File: src/rtl/dmem_arb_pkg.sv
`default_nettype none
// ============================================================================
// Module : dmem_arb_pkg
// Brief  : FSM state encoding and default widths for data_memory_arbiter.
// Rev    : 1.0  initial release
// ============================================================================
package dmem_arb_pkg;

    localparam int c_ADDR_W_DEFAULT = 48;
    localparam int c_DATA_W_DEFAULT = 64;

    typedef enum logic [1:0] {
        ST_IDLE   = 2'd0,
        ST_ACCESS = 2'd1,
        ST_RESP   = 2'd2
    } state_t;

endpackage : dmem_arb_pkg
`default_nettype wire

File: src/rtl/dmem_arb_pick.sv
`default_nettype none
// ============================================================================
// Module : dmem_arb_pick
// Brief  : Combinational 2-way picker; prio_i names the requester that wins a tie.
// Rev    : 1.0  initial release
// ============================================================================
module dmem_arb_pick (
    input  logic req0_i,
    input  logic req1_i,
    input  logic prio_i,
    output logic valid_o,
    output logic win_o
);

    assign valid_o = req0_i | req1_i;
    assign win_o   = (req0_i & req1_i) ? prio_i : req1_i;

endmodule : dmem_arb_pick
`default_nettype wire

File: src/rtl/data_memory_arbiter.sv
`default_nettype none
// ============================================================================
// Module : data_memory_arbiter
// Brief  : Two-requester arbiter in front of a single-port data memory.
//          Fixed priority by default; round-robin with DMEM_ARB_RR_EN defined.
// Rev    : 1.0  initial release
// ============================================================================
module data_memory_arbiter
    import dmem_arb_pkg::*;
#(
    parameter int ADDR_W = c_ADDR_W_DEFAULT,
    parameter int DATA_W = c_DATA_W_DEFAULT
) (
    input  logic              clk,
    input  logic              reset,
    input  logic              req0,
    input  logic              req1,
    input  logic              we0,
    input  logic              we1,
    input  logic [ADDR_W-1:0] addr0,
    input  logic [ADDR_W-1:0] addr1,
    input  logic [DATA_W-1:0] wdata0,
    input  logic [DATA_W-1:0] wdata1,
    output logic              gnt0,
    output logic              gnt1,
    output logic              rvalid0,
    output logic              rvalid1,
    output logic [DATA_W-1:0] rdata,
    output logic              mem_write,
    output logic              mem_read,
    output logic [ADDR_W-1:0] mem_address,
    output logic [DATA_W-1:0] mem_write_data,
    input  logic [DATA_W-1:0] mem_read_data
);

    state_t              state_q, state_d;
    logic                win_q, win_d;
    logic                gnt0_q, gnt0_d, gnt1_q, gnt1_d;
    logic                rvalid0_q, rvalid0_d, rvalid1_q, rvalid1_d;
    logic                mem_write_q, mem_write_d, mem_read_q, mem_read_d;
    logic [ADDR_W-1:0]   mem_address_q, mem_address_d;
    logic [DATA_W-1:0]   mem_write_data_q, mem_write_data_d;
    logic [DATA_W-1:0]   rdata_q, rdata_d;

    logic                prio;
    logic                pick_valid;
    logic                pick_win;
    logic                sel_we;

`ifdef DMEM_ARB_RR_EN
    // Pointer names the requester favoured on the next tie.
    logic ptr_q, ptr_d;

    always_comb begin
        ptr_d = ptr_q;
        if (state_q == ST_IDLE && pick_valid) begin
            ptr_d = ~pick_win;
        end
    end

    always_ff @(posedge clk) begin
        if (reset) begin
            ptr_q <= 1'b0;
        end else begin
            ptr_q <= ptr_d;
        end
    end

    assign prio = ptr_q;
`else
    assign prio = 1'b0;
`endif

    dmem_arb_pick u_pick (
        .req0_i  (req0),
        .req1_i  (req1),
        .prio_i  (prio),
        .valid_o (pick_valid),
        .win_o   (pick_win)
    );

    assign sel_we = pick_win ? we1 : we0;

    always_comb begin
        state_d          = state_q;
        win_d            = win_q;
        gnt0_d           = 1'b0;
        gnt1_d           = 1'b0;
        rvalid0_d        = 1'b0;
        rvalid1_d        = 1'b0;
        mem_write_d      = 1'b0;
        mem_read_d       = 1'b0;
        mem_address_d    = mem_address_q;
        mem_write_data_d = mem_write_data_q;
        rdata_d          = rdata_q;

        case (state_q)
            ST_IDLE: begin
                if (pick_valid) begin
                    state_d          = ST_ACCESS;
                    win_d            = pick_win;
                    gnt0_d           = ~pick_win;
                    gnt1_d           = pick_win;
                    mem_write_d      = sel_we;
                    mem_read_d       = ~sel_we;
                    mem_address_d    = pick_win ? addr1 : addr0;
                    mem_write_data_d = pick_win ? wdata1 : wdata0;
                end
            end
            ST_ACCESS: begin
                // The strobe registered on entry tells us which way this access went.
                state_d = mem_read_q ? ST_RESP : ST_IDLE;
            end
            ST_RESP: begin
                state_d   = ST_IDLE;
                rdata_d   = mem_read_data;
                rvalid0_d = ~win_q;
                rvalid1_d = win_q;
            end
            default: begin
                state_d = ST_IDLE;
            end
        endcase
    end

    always_ff @(posedge clk) begin
        if (reset) begin
            state_q          <= ST_IDLE;
            win_q            <= 1'b0;
            gnt0_q           <= 1'b0;
            gnt1_q           <= 1'b0;
            rvalid0_q        <= 1'b0;
            rvalid1_q        <= 1'b0;
            mem_write_q      <= 1'b0;
            mem_read_q       <= 1'b0;
            mem_address_q    <= '0;
            mem_write_data_q <= '0;
            rdata_q          <= '0;
        end else begin
            state_q          <= state_d;
            win_q            <= win_d;
            gnt0_q           <= gnt0_d;
            gnt1_q           <= gnt1_d;
            rvalid0_q        <= rvalid0_d;
            rvalid1_q        <= rvalid1_d;
            mem_write_q      <= mem_write_d;
            mem_read_q       <= mem_read_d;
            mem_address_q    <= mem_address_d;
            mem_write_data_q <= mem_write_data_d;
            rdata_q          <= rdata_d;
        end
    end

    assign gnt0           = gnt0_q;
    assign gnt1           = gnt1_q;
    assign rvalid0        = rvalid0_q;
    assign rvalid1        = rvalid1_q;
    assign rdata          = rdata_q;
    assign mem_write      = mem_write_q;
    assign mem_read       = mem_read_q;
    assign mem_address    = mem_address_q;
    assign mem_write_data = mem_write_data_q;

endmodule : data_memory_arbiter
`default_nettype wire
File: config.mk
export PLATFORM = sky130hd
export DESIGN_NAME = data_memory_arbiter
export DESIGN_NICKNAME = d
export VERILOG_FILES = /design/src/rtl/dmem_arb_pkg.sv /design/src/rtl/dmem_arb_pick.sv /design/src/rtl/data_memory_arbiter.sv
export SDC_FILE = /design/constraint.sdc
export NUM_CORES = 1
export LEC_CHECK = 0
export ABC_AREA = 1
export CAP_MARGIN = 20
export CORE_AREA = 2 2 187 189
export CTS_CLUSTER_SIZE = 10
export DETAILED_ROUTE_END_ITERATION = 10
export DIE_AREA = 0 0 189 191
export HOLD_SLACK_MARGIN = 0.03
export SETUP_SLACK_MARGIN = 0.02
export SYNTH_ARGS = -nofsm -noshare
export SYNTH_HDL_FRONTEND = slang
export SYNTH_HIERARCHICAL = 1
export SYNTH_SLANG_ARGS = --single-unit
File: constraint.sdc
create_clock -name clk -period 1.6 [get_ports clk]
set_input_delay 0.24 -clock clk [delete_from_list [all_inputs] [get_ports clk]]
set_output_delay 0.24 -clock clk [all_outputs]
set_load 0.02 [all_outputs]
==> run summary, run 1 <==
### Run status
* outcome: finished, final reports clean

### Clock tree
* Max Buffers Root-to-Sink: 2
* count of clock tree sinks: 185
* number of buffers created by CTS: 17
* H-Tree Level Count: 4
* Post-CTS Setup Repair Bufs: 0
* clock slew at reported path FFs: 0.08 ns
* CTS tree: built
* clock root buffer master: clkbuf_16
* insertion delay of the later-clocked pin in the worst-skew pair: 0.43 ns

### Final layout
* count of non-filler cells in the finished layout: 2093
* post-route design area: 13800 µm²
* post-layout net count: 1919
* most common cell after layout, fill and taps aside: nand2_1
* diodes inserted: 0
* utilization after layout: 0.403
* growth of design area from synthesis to finish: 73.4%
* ratio of cells with drive above 1 in the final layout: 0.0543
* most frequent cells in the layout: nand2_1 (454), clkdlybuf4s50_1 (293), nand3_1 (226)

### Timing
* fin. max-slew vios: 0
* Worst Skew: 0.00575 ns
* count of final hold-check violations: 0
* setup repair after global routing missed its margin: no
* final critical-path share of the clock period: 0.909
* setup_tns: 0 ns
* setup-violating endpoint count in the final report: 0
* final worst-path setup slack: 0.145 ns
* timing-limited maximum frequency: 687 MHz
* final period demand of the worst path: 1.45 ns
* worst hold margin: 0.424 ns

### Synth
* area share of the largest cell type after synthesis: 0.467
* Netlist cell types: 22
* warning count from the yosys run: 6
* area of the mapped netlist: 7930 µm²
* synthesized net count: 1468
* synthesized area per cell: 6.76 µm²
* cell count after synthesis: 1174
* largest cells by area after synthesis: dfxtp_1 (47%), nand2_1 (22%), nand3_1 (14%)
* sequential-to-total area share from yosys stat: 0.467
* library cell with the largest summed area after synthesis: dfxtp_1
* Yosys reg bits: 185

### Floorplanning
* Total Die Area: 36100 µm²
* vertical die dimension: 191 µm
* total core area: 34100 µm²
* die width: 189 µm
* top-level I/O count: 476
* initial cell density of the core: 0.233
* number of standard-cell rows in the floorplan: 68

### Setup path
* Arr. time, crit path: 1.21 ns
* category of the critical setup timing path: flop to output port
* worst stage delay on the critical path: 0.44 ns
* reg2reg setup slack: 0.26 ns
* family with the most delay on the worst path: buffers and inverters
* critical path data required time: 1.36 ns
* worst-path fanout max: 2
* critical path's slowest cell: dlygate4sd2_1
* type of destination of the critical path: output port
* CP Launch Type: flop
* cell chain of the critical path: dlygate4sd2_1
* count of buffering cells on the critical path with inverters included: 1

### Power
* logic gate share of total power: 0.227
* total power consumption of the routed design: 12.2 mW
* Leakage: 6.87 nW
* cell internal power dissipation: 8.63 mW
* proportion of power drawn by flip-flops and latches: 0.411
* power density normalized to cell area: 890 nW/µm²
* Switching Power: 3.62 mW
* switching part of the total: 0.295
* Peak VDD IR: 678 µV
* clock share of power: 0.361

### Global routing
* number of antenna violations at the first check in global routing: 0
* gr usage total: 0.167
* remaining global-route overflow: 0
* vias in the first global route: 8634
* wire length of the first global-routing pass: 47400 µm
* maximum number of pins on one net before global-route repair: 65

### Route
* Post-DRT Antenna Nets: 0
* Wirelength per Cell: 14.8 µm
* First-pass DRT Iterations: 4
* Detailed Route WL: 31000 µm
* routed via count divided by cell count: 4.31
* starting DRC count in detailed routing: 290
* DRC violation count after routing: 0
* vias: 9022

### Place
* minimum setup slack after placement: -0.143 ns
* cell area after placement: 13400 µm²
* half-perimeter wire length of the detailed placement result: 23300 µm
* Port Buffers: 475
* global placement routability congestion: 0.826
* dpl cells: 2061

### Hold path
* worst hold-check path type: input port to flop

### Job
* number of max-capacitance violations reported: 0

## routing by layer
layer | up-vias | GRT usage | share of wire
li1 | 4663 | - | -
met1 | 4005 | 0.200 | 0.43
met2 | 330 | 0.290 | 0.48
met3 | 24 | 0.0488 | 0.077
met4 | 0 | 0.0475 | 0.017
met5 | - | 0 | 0
## cell usage after synthesis (all sizes together)
cell type / instances
or2: 1
nand4: 1
dfxtp: 185
nor3: 2
nand3: 226
nor2: 133
inv: 7
conb: 1
and2: 1
o21ai: 65
buf: 58
clkbuf: 36
nand2: 457
nor3b: 1
## kinds of logic (layout without fill, tap and decap cells)
kind of cell,after synthesis,count (layout),synth area share
simple gates,822,822,0.427
buf+inv,101,565,0.0645
compound gates,65,65,0.0410
other cells,1,1,0.000473
flops,185,185,0.467
## cell type report
cell class / instances / area, µm²
timing repair buffer: 526 / 5110
tap: 455 / 569
fill: 3573 / 20400
clock inverter: 13 / 156
sequential: 185 / 3700
inverter: 7 / 36.3
multi-input combinational: 888 / 3740
clock buffer: 19 / 443
## final timing paths
check / startpoint / to / cells past startpoint
worst max-delay path: mem_address[10]$_SDFFE_PP0P_ / mem_address[10] / 1
worst max register to register: state_q[0]$_SDFFE_PP0P_ / rdata[37]$_SDFFE_PP0N_ / 5
worst min register to register: state_q[0]$_SDFFE_PP0P_ / state_q[1]$_SDFFE_PP0P_ / 2
worst min-delay path: mem_read_data[22] / rdata[22]$_SDFFE_PP0N_ / 3
## state kept, by name, indices dropped and copies added (netlist names)
register,count
state_q,2
mem_address,48
rdata,64
rvalid0,1
gnt0,1
win_q,1
rvalid1,1
mem_write_data,64
mem_read,1
gnt1,1
mem_write,1
## power by group through the flow
| stage | clock network (mW) | registers (mW) | logic, mW |
|---|---|---|---|
| detailed placement | 0 | 5.15 | 3.00 |
| CTS | 4.60 | 5.04 | 2.82 |
| global placement | 0 | 5.15 | 3.00 |
| floorplan | 0 | 5.48 | 0.930 |
| finish | 4.43 | 5.04 | 2.78 |
| global route | 4.81 | 5.08 | 3.03 |
## timing repair
| action | in CTS | in global routing |
|---|---|---|
| hold buffers | 0 | 0 |
| resized for setup | 182 | 0 |
| endpoints found under the hold margin | 0 | 0 |
| endpoints found under the setup margin | 182 | 0 |
(Power assumes the default switching activity.)
==> run 2: changes to the inputs <==
- CORE_AREA: 2 2 187 189 -> 2 2 186 188
- DIE_AREA: 0 0 189 191 -> 0 0 188 190
- SYNTH_HIERARCHICAL: 1 -> unset
==> run 2 against run 1 <==
  * Die area shrank 1.0%
  * Sequential power about the same
  * Sequential cell count stayed put
  * Setup slack gained 0.0035 ns
  * Power shrank 2.8%
  * Via count is 0.91% higher
  * Sequential share of layout area is 0.27 points lower
  * Critical path type unchanged
  * Critical endpoint is now mem_read
==> run summary, run 2 <==
### Setup path
* number of gates on the worst path with buffers counted: 1, unchanged
* type of destination of the critical path: output port, unchanged
* critical path's slowest cell: dlygate4sd2_1, unchanged
* worst stage delay on the critical path: 0.44 ns, about the same
* cell chain of the critical path: dlygate4sd2_1, unchanged
* reg2reg setup slack: 0.23 ns, was 0.26 ns
* Arr. time, crit path: 1.21 ns, about the same
* depth of the most critical reg-to-reg path: 6, was 5
* category of the critical setup timing path: flop to output port, unchanged
* startpoint of the worst register-to-register path: state_q[1]$_SDFFE_PP0P_, was state_q[0]$_SDFFE_PP0P_
* worst-path fanout max: 2, unchanged
* terminus of the critical flop-to-flop path: gnt1$_SDFF_PP0_, was rdata[37]$_SDFFE_PP0N_
* critical path data required time: 1.36 ns, about the same
* count of buffering cells on the critical path with inverters included: 1, unchanged
* family with the most delay on the worst path: buffers and inverters, unchanged
* CP Launch Type: flop, unchanged

### Final layout
* FF/Latch Area: 3700 µm², unchanged
* multi-input logic area: 3710 µm², was 3740 µm²
* ratio of cells with drive above 1 in the final layout: 0.0655, was 0.0543
* post-layout net count: 1930, was 1919
* utilization after layout: 0.409, was 0.403
* fill cell instance count of the final layout: 3550, was 3573
* most common cell after layout, fill and taps aside: nand2_1, unchanged
* post-route design area: 13900 µm², was 13800 µm²
* growth of design area from synthesis to finish: 76.2%, was 73.4%
* most frequent cells in the layout: nand2_1 (452), clkdlybuf4s50_1 (292), nand3_1 (226), was nand2_1 (454), clkdlybuf4s50_1 (293), nand3_1 (226)
* diodes inserted: 0, unchanged

### Synth
* synthesized area per cell: 6.75 µm², was 6.76 µm²
* library cell with the largest summed area after synthesis: dfxtp_1, unchanged
* Netlist cell types: 19, was 22
* area of the mapped netlist: 7890 µm², was 7930 µm²
* synthesized net count: 1463, was 1468
* list of most frequent post-synthesis cells: nand2_1 (453), nand3_1 (226), dfxtp_1 (185), nor2_1 (131), o21ai_0 (58), was nand2_1 (455), nand3_1 (226), dfxtp_1 (185), nor2_1 (132), o21ai_0 (57)
* area share of the largest cell type after synthesis: 0.470, was 0.467
* warning count from the yosys run: 0, was 6
* sequential-to-total area share from yosys stat: 0.470, was 0.467
* Main synth FF type: dfxtp_1, unchanged
* number of enable-type register cells in the synthesized netlist: 0, unchanged
* cell count after synthesis: 1169, was 1174
* largest cells by area after synthesis: dfxtp_1 (47%), nand2_1 (22%), nand3_1 (14%), unchanged
* Yosys reg bits: 185, unchanged
* most common cell in the netlist: nand2_1, unchanged
* share of flip-flops with an asynchronous set or reset after synthesis: 0, unchanged

### Timing
* fin. max-slew vios: 0, unchanged
* Tightest Pin Transition: 0.526 ns
* worst hold margin: 0.192 ns, was 0.424 ns
* Worst Skew: 0.0112 ns, was 0.00575 ns
* count of final hold-check violations: 0, unchanged
* final critical-path share of the clock period: 0.907, was 0.909
* setup repair after global routing missed its margin: no, unchanged
* setup_tns: 0 ns, unchanged
* final period demand of the worst path: 1.45 ns, about the same
* setup-violating endpoint count in the final report: 0, unchanged
* timing-limited maximum frequency: 689 MHz, was 687 MHz
* relative max-transition margin: 0.649

### Hold path
* Hold Path Cell Cnt: 5, was 3
* start point of the worst hold path: req1, was mem_read_data[22]
* Hold Path End: mem_write_data[1]$_SDFFE_PP0P_, was rdata[22]$_SDFFE_PP0N_
* worst hold-check path type: input port to flop, unchanged

### Power
* Peak VDD IR: 713 µV, was 678 µV
* power density normalized to cell area: 857 nW/µm², was 890 nW/µm²
* total power consumption of the routed design: 11.9 mW, was 12.2 mW
* Leakage: 6.94 nW, was 6.87 nW

### Global routing
* remaining global-route overflow: 0, unchanged
* vias in the first global route: 8662, was 8634
* global routing met3 resource utilization: 0.0454, was 0.0488
* fraction of met2 tracks used by global routing: 0.294, was 0.290
* maximum number of pins on one net before global-route repair: 112, was 65
* number of antenna violations at the first check in global routing: 0, unchanged
* global routing's busiest layer: met2, unchanged
* wire length of the first global-routing pass: 47600 µm, was 47400 µm
* gr usage total: 0.170, was 0.167
* global-route track usage on met1: 0.200, about the same

### Route
* starting DRC count in detailed routing: 313, was 290
* Detailed Route WL: 31300 µm, was 31000 µm
* DRC violation count after routing: 0, unchanged
* Post-DRT Antenna Nets: 0, unchanged
* routed via count divided by cell count: 4.33, was 4.31
* First-pass DRT Iterations: 5, was 4
* Wirelength per Cell: 14.9 µm, was 14.8 µm
* vias: 9104, was 9022

### Floorplanning
* initial cell density of the core: 0.232, was 0.233
* top-level I/O count: 476, unchanged
* Total Die Area: 35700 µm², was 36100 µm²
* vertical die dimension: 190 µm, was 191 µm
* number of standard-cell rows in the floorplan: 68, unchanged
* total core area: 33900 µm², was 34100 µm²
* die width: 188 µm, was 189 µm

### Clock tree
* hold-fix buffers at CTS: 0, unchanged
* number of buffers created by CTS: 17, unchanged
* H-Tree Level Count: 4, unchanged
* insertion delay of the later-clocked pin in the worst-skew pair: 0.44 ns, was 0.43 ns
* count of clock tree sinks: 185, unchanged
* clock root buffer master: clkbuf_16, unchanged
* Max Buffers Root-to-Sink: 2, unchanged
* clock slew at reported path FFs: 0.08 ns, about the same
* CTS tree: built, unchanged

### Place
* half-perimeter wire length of the detailed placement result: 24000 µm, was 23300 µm
* cell area after placement: 13500 µm², was 13400 µm²
* global placement routability congestion: 0.832, was 0.826
* Port Buffers: 475, unchanged

### Job
* number of max-capacitance violations reported: 0, unchanged

### Run status
* outcome: finished, final reports clean, unchanged

==> run 2: cell count changes in the layout (fill, tap and decap cells not counted), sizes merged, moves of 2 or more <==
| cell | delta |
|---|---|
| buf | +16 |
| bufinv | -2 |
| clkbuf | -2 |
| clkinv | +3 |
| inv | +2 |
==> run 2: cells by family after synthesis <==
group	share of synthesized area
flops	0.470
simple gates	0.428
compound gates	0.0413
buf+inv	0.0608
==> run 2: layout make-up <==
cell class,instances,share of cell area
Multi-Input combinational cell,883,0.267
Inverter,8,0.00243
Timing Repair Buffer,541,0.381
Clock inverter,15,0.0111
Sequential cell,185,0.267
Tap cell,455,0.0410
Clock buffer,17,0.0306
==> run 2: metrics by stage <==
step                      worst slack (ns)  std cells
after floorplan                      0.480       1169
after global placement              -0.161       2072
after detailed placement            -0.156       2072
after CTS                            0.108       2104
after global routing                0.0643       2104
final                                0.149       2104
==> run 2: power by group <==
part | internal, mW | switching (mW)
registers | 4.88 | 0.138
clock network | 2.09 | 2.12
logic | 1.33 | 1.35
==> run 2: how the worst max path moves through the flow <==
stage	from	end	slack, ns
3_5_place_dp	req0	mem_address[14]$_SDFFE_PP0P_	-0.16
2_1_floorplan	req1	win_q$_SDFFE_PP0P_	0.48
3_3_place_gp	req0	mem_address[14]$_SDFFE_PP0P_	-0.16
6_report	mem_read$_SDFF_PP0_	mem_read	0.15
4_1_cts	mem_read$_SDFF_PP0_	mem_read	0.11
5_1_grt	state_q[1]$_SDFFE_PP0P_	rdata[32]$_SDFFE_PP0N_	0.06
==> run 2: per-layer routing <==
metal,share of wire,wire [µm]
met1,0.41,12900
met2,0.50,15500
met3,0.067,2090
met4,0.024,761
met5,0,0
==> run 2: repair_timing <==
action	CTS	global route
setup endpoints to repair	182	0
setup buffers	0	0
resized for setup	182	0
